**config.mk**
```make
export PLATFORM = sky130hd
export DESIGN_NAME = ebc_event_packer
export DESIGN_NICKNAME = d
export VERILOG_FILES = /design/src/rtl/ebc_event_packer.sv
export SDC_FILE = /design/constraint.sdc
export NUM_CORES = 1
export LEC_CHECK = 0
export CAP_MARGIN = 40
export CORE_MARGIN = 2
export CORE_UTILIZATION = 50
export DETAILED_ROUTE_END_ITERATION = 6
export PLACE_DENSITY = 0.81
export SKIP_CTS_REPAIR_TIMING = 1
export SYNTH_ARGS = -nofsm -noshare
export SYNTH_HDL_FRONTEND = slang
export SYNTH_SLANG_ARGS = --single-unit
```
**constraint.sdc**
```tcl
create_clock -name clk -period 2.4 [get_ports clk]
set_input_delay 0.48 -clock clk [delete_from_list [all_inputs] [get_ports clk]]
set_output_delay 0.48 -clock clk [all_outputs]
set_load 0.005 [all_outputs]
```
**src/rtl/ebc_event_packer.sv**
```systemverilog
// ebc_event_packer: receiving end of the EBC row/column arbitration path.
// Takes one granted pixel event per cycle, packs it into a fixed-width word
// and buffers it in a first-word-fall-through FIFO with a valid/ready output.
// Optional feature macro: EBC_TS_EN. When it is defined, each event carries a
// free-running timestamp and a marker packet is queued whenever the timestamp
// wraps. When it is undefined, packets are {type=0, y, x, pol}.
module ebc_event_packer #(
  parameter  int ADDR_W = 2,
  parameter  int TS_W   = 16,
  parameter  int DEPTH  = 8,
  localparam int LVL_W  = $clog2(DEPTH) + 1,
`ifdef EBC_TS_EN
  localparam int PKT_W  = 1 + TS_W + 2*ADDR_W + 1
`else
  localparam int PKT_W  = 2*ADDR_W + 2
`endif
) (
  input  logic              clk,
  input  logic              reset_n,
  input  logic              evt_valid_i,
  input  logic [ADDR_W-1:0] x_add_i,
  input  logic [ADDR_W-1:0] y_add_i,
  input  logic              pol_i,
  output logic              evt_ready_o,
  output logic              pkt_valid_o,
  input  logic              pkt_ready_i,
  output logic [PKT_W-1:0]  pkt_data_o,
  output logic [LVL_W-1:0]  fifo_level_o
);

  localparam int AW = LVL_W - 1;

  // Parameter sanity: DEPTH must be a power of two and at least 2.
  if (DEPTH < 2 || (DEPTH & (DEPTH - 1)) != 0 || TS_W < 1 || ADDR_W < 1) begin : g_bad_params
    $error("ebc_event_packer: illegal parameters");
  end

  logic [LVL_W-1:0] wr_ptr_q, wr_ptr_d;
  logic [LVL_W-1:0] rd_ptr_q, rd_ptr_d;
  logic [LVL_W-1:0] level_q, level_d;
  logic             evt_ready_q, evt_ready_d;
  logic             full, empty;
  logic             evt_acc, mark_wr, push, pop;
  logic [PKT_W-1:0] wr_data;
  logic [PKT_W-1:0] mem [DEPTH];

`ifdef EBC_TS_EN
  logic [TS_W-1:0]  ts_q, ts_d;
  logic             ts_wrap;
  logic             ovf_pend_q, ovf_pend_d;
`endif

  // Next-state logic: accept/marker write, pop, pointers, level and ready.
  always_comb begin
    full    = (level_q == LVL_W'(DEPTH));
    empty   = (level_q == '0);
    // evt_ready_q already excludes full and pending-marker cycles, so an
    // event is never written in the same edge as a marker.
    evt_acc = evt_valid_i && evt_ready_q;
    pop     = !empty && pkt_ready_i;
`ifdef EBC_TS_EN
    ts_d       = ts_q + 1'b1;
    ts_wrap    = (ts_q == '1);
    mark_wr    = ovf_pend_q && !full;
    // A wrap while a marker is still pending just keeps the flag set, so at
    // most one marker is ever outstanding.
    ovf_pend_d = ts_wrap || (ovf_pend_q && !mark_wr);
    if (mark_wr)
      wr_data = {1'b1, {(PKT_W-1){1'b0}}};
    else
      wr_data = {1'b0, ts_q, y_add_i, x_add_i, pol_i};
`else
    mark_wr = 1'b0;
    wr_data = {1'b0, y_add_i, x_add_i, pol_i};
`endif
    push     = mark_wr || evt_acc;
    wr_ptr_d = wr_ptr_q + LVL_W'(push);
    rd_ptr_d = rd_ptr_q + LVL_W'(pop);
    level_d  = level_q + LVL_W'(push) - LVL_W'(pop);
    // Ready is registered from the next state so it is low during reset and
    // rises on the first edge after release; no bypass when full.
`ifdef EBC_TS_EN
    evt_ready_d = (level_d != LVL_W'(DEPTH)) && !ovf_pend_d;
`else
    evt_ready_d = (level_d != LVL_W'(DEPTH));
`endif
  end

  // Control state: pointers, occupancy, ready and (optionally) timestamp.
  always_ff @(posedge clk or negedge reset_n) begin
    if (!reset_n) begin
      wr_ptr_q    <= '0;
      rd_ptr_q    <= '0;
      level_q     <= '0;
      evt_ready_q <= 1'b0;
`ifdef EBC_TS_EN
      ts_q        <= '0;
      ovf_pend_q  <= 1'b0;
`endif
    end else begin
      wr_ptr_q    <= wr_ptr_d;
      rd_ptr_q    <= rd_ptr_d;
      level_q     <= level_d;
      evt_ready_q <= evt_ready_d;
`ifdef EBC_TS_EN
      ts_q        <= ts_d;
      ovf_pend_q  <= ovf_pend_d;
`endif
    end
  end

  // Packet storage; contents need no reset because the output is gated by empty.
  always_ff @(posedge clk) begin
    if (push)
      mem[wr_ptr_q[AW-1:0]] <= wr_data;
  end

  // First-word-fall-through output: head entry, forced to zero when empty.
  always_comb begin
    evt_ready_o  = evt_ready_q;
    pkt_valid_o  = !empty;
    fifo_level_o = level_q;
    pkt_data_o   = empty ? '0 : mem[rd_ptr_q[AW-1:0]];
  end

endmodule
```
==> results.toml <==
[sta]
tns_ns = -0.0783
final_hold_viol_count = 0
setup_ws_ns = -0.0783
finClkSkew_ns = 0.00247
post-route-period-util = 1.03
relSlewSlack = 0.648
setup-violations-final = 1
max_freq_ghz = 0.404
rsz0062_at_grt = "yes"
drv_slew = 0
fin_crit_ns = 2.48
worst_pin_slew_ns = 0.526

[setup_path]
path_buf_inv = 2
setup.worst_path.start = "fifo_level_o[2]"
cp_top_family = "simple AND/OR/NAND/NOR gates"
r2r_start = "fifo_level_o[2]"
crit_type = "flop to flop"
r2r_end = "evt_ready_o"
slowest_delay_ns = 0.40
path_cells = "inv_2 > ha_1 > or3b_4 > nand2_4 > xnor2_1 > ha_2 > inv_1 > fa_1 > xnor2_1 > nor4b_2 > mux2i_1"
critical_path_peak_fanout = 3
cp-start-kind = "flop"
r2r_setup_slack_ns = -0.08
reg2reg_depth = 11
worstPathRequired_ns = 2.58
worstPathArrival_ns = 2.66
end_kind = "flop"
cpMaxStageDelayCell = "dfrtp_1"
crit_top_cell = "xnor2_1"

[synthesis]
netlist_instances = 145
synth_top_cell_area_share = 0.550
synth.avg_cell_area_um2 = 15.1
yosysSeqAreaShare = 0.676
synthArstFlopShare = 0.216
synthTopCellsByArea = "edfxtp_1 55%, dfrtp_1 13%, mux2i_1 9.6%, ha_1 4.0%, and4_1 2.0%"
synthesis.nets = 162
ys_warn_count = 0
syn_area_mm2 = 0.00218
synth_area_leader_cell = "edfxtp_1"
ys.flop_type = "edfxtp_1"
synth_most_common_cell = "edfxtp_1"
synth_cell_types = 29
synth_edf_count = 40
synth_commonest_cells = "40 x edfxtp_1, 21 x mux2i_1, 11 x dfrtp_1"
ys_seq_elements = 51

[die]
core_area_mm2 = 0.00429
die_w_um = 70.1
start_util = 0.509
dieArea_mm2 = 0.00491
ios = 21
rows = 24
die_y_um = 70.1

[hold_path]
hold_class = "primary input to async pin"

[detailed_routing]
viasPerCell = 5.40
ant_nets = 0
vias = 1270
wire_per_inst_um = 16.4
drc_errors = 0
wirelength_um = 3860
detail_route.first_pass.iterations = 4
drt-initial-drc-count = 99

[clock_tree]
cts.root.buffer_cell = "clkbuf_8"
cts_tree = "done"
htreeDepth = 2
clk_pin_slew_ns = 0.08
cts_buffers = 5
numClockSinks = 51
cts_buffer_depth = 2
clock_latency_ns = 0.30

[status]
outcome = "finished with violations"
violations = "negative setup slack"

[run]
maxCapViolations = 0

[global_routing]
grtUsageTotal = 0.172
overflow = 0
antenna_found_initial = 0
grt_pass1_vias = 1310
grt_max_degree = 21
grt_pass1_wl_um = 6210

[placed_design]
dp_hpwl_um = 2830
place_inst = 226
placed_cell_area_mm2 = 0.00254
io_buffer_count = 19
globalplace.congestion = 0.772

[finish]
fin_nets = 199
diodes = 0
final_area_mm2 = 0.00265
post-route-util = 0.618
area_growth_pct = 21.4
layout-drive-gt1-share = 0.164
instances_no_fill = 235

[power]
leakage_nw = 1.07
power_density_mw_per_mm2 = 1170
power_mw = 3.09
ir_drop_mv = 0.751
-- power breakdown --
part | internal [mW] | switching [mW] | leakage (nW)
combinational | 0.733 | 0.643 | 0.542
clock | 0.199 | 0.249 | 0.0403
sequential | 1.15 | 0.114 | 0.489
total | 2.09 | 1.01 | 1.07
-- routing by layer --
layer	up-vias	GRT usage	routed length, um
met2	34	0.316	2070
met4	0	0.0641	61
li1	604	-	-
met1	627	0.186	1490
met3	5	0.0519	235
met5	-	0	0
-- registers in the layout (all words and copies together) (netlist names) --
name,flops
evt_ready_o,1
fifo_level_o,4
mem,40
rd_ptr_q,3
wr_ptr_q,3
-- worst max path at each step --
| stage | end | slack, ns | cells after the start |
|---|---|---|---|
| floorplan | evt_ready_o | -0.05 | 12 |
| global placement | evt_ready_o | -0.08 | 10 |
| detailed placement | evt_ready_o | -0.19 | 10 |
| CTS | pkt_data_o[0] | -0.25 | 6 |
| global route | evt_ready_o | -0.23 | 11 |
| finish | evt_ready_o | -0.08 | 11 |
-- logic make-up after synthesis --
| kind of cell | after synthesis | share of synthesized area |
|---|---|---|
| adders and majority gates | 8 | 0.0493 |
| AOI/OAI and AO/OA | 7 | 0.0229 |
| other | 1 | 0.00172 |
| DFF | 51 | 0.676 |
| muxes | 21 | 0.0962 |
| xor gates and xnor gates | 6 | 0.0241 |
| and+or+nand+nor | 38 | 0.0979 |
| buffers and inverters | 13 | 0.0321 |
-- stage by stage --
stage               hold WS (ns)  worst slack, ns
floorplan                  0.184          -0.0485
global placement           0.509          -0.0759
detailed placement         0.514           -0.193
CTS                        0.528           -0.254
global route               0.554           -0.230
finish                     0.526          -0.0783
-- layout by cell type, fill, tap and decap left out --
master / instances
ha_2: 1
a21o_1: 1
inv_2: 3
dlymetal6s2s_1: 6
and3_1: 1
nand2b_1: 2
dfrtp_1: 11
nor4_2: 1
a21oi_1: 1
conb_1: 1
inv_1: 4
nor4b_2: 1
clkinv_1: 2
buf_4: 15
and4_1: 5
nand2_4: 1
a22oi_1: 5
xor2_1: 3
clkbuf_1: 1
clkbuf_8: 5
ha_1: 6
edfxtp_1: 40
nand2_1: 7
xnor2_1: 3
buf_6: 1
clkdlybuf4s50_1: 13
nor2b_1: 2
or2_1: 1
fa_1: 1
nand3_1: 7
buf_12: 1
or3b_4: 1
nor3_1: 2
mux2i_1: 21
nor2_1: 7
-- cell type report --
type	count	area, um2
Timing Repair Buffer	36	349
Fill cell	317	1640
Multi-Input combinational cell	81	656
Clock buffer	6	72.6
Clock inverter	2	7.51
Sequential cell	51	1480
Tap cell	52	65.1
Inverter	7	26.3
-- worst register-to-register path: stages (launching register included) --
cell	delay [ns]
dfrtp_1	0.40
inv_2	0.06
ha_1	0.13
or3b_4	0.40
nand2_4	0.09
xnor2_1	0.12
ha_2	0.20
inv_1	0.05
fa_1	0.38
xnor2_1	0.20
nor4b_2	0.23
mux2i_1	0.10
Power figures use the tool's default switching activity.
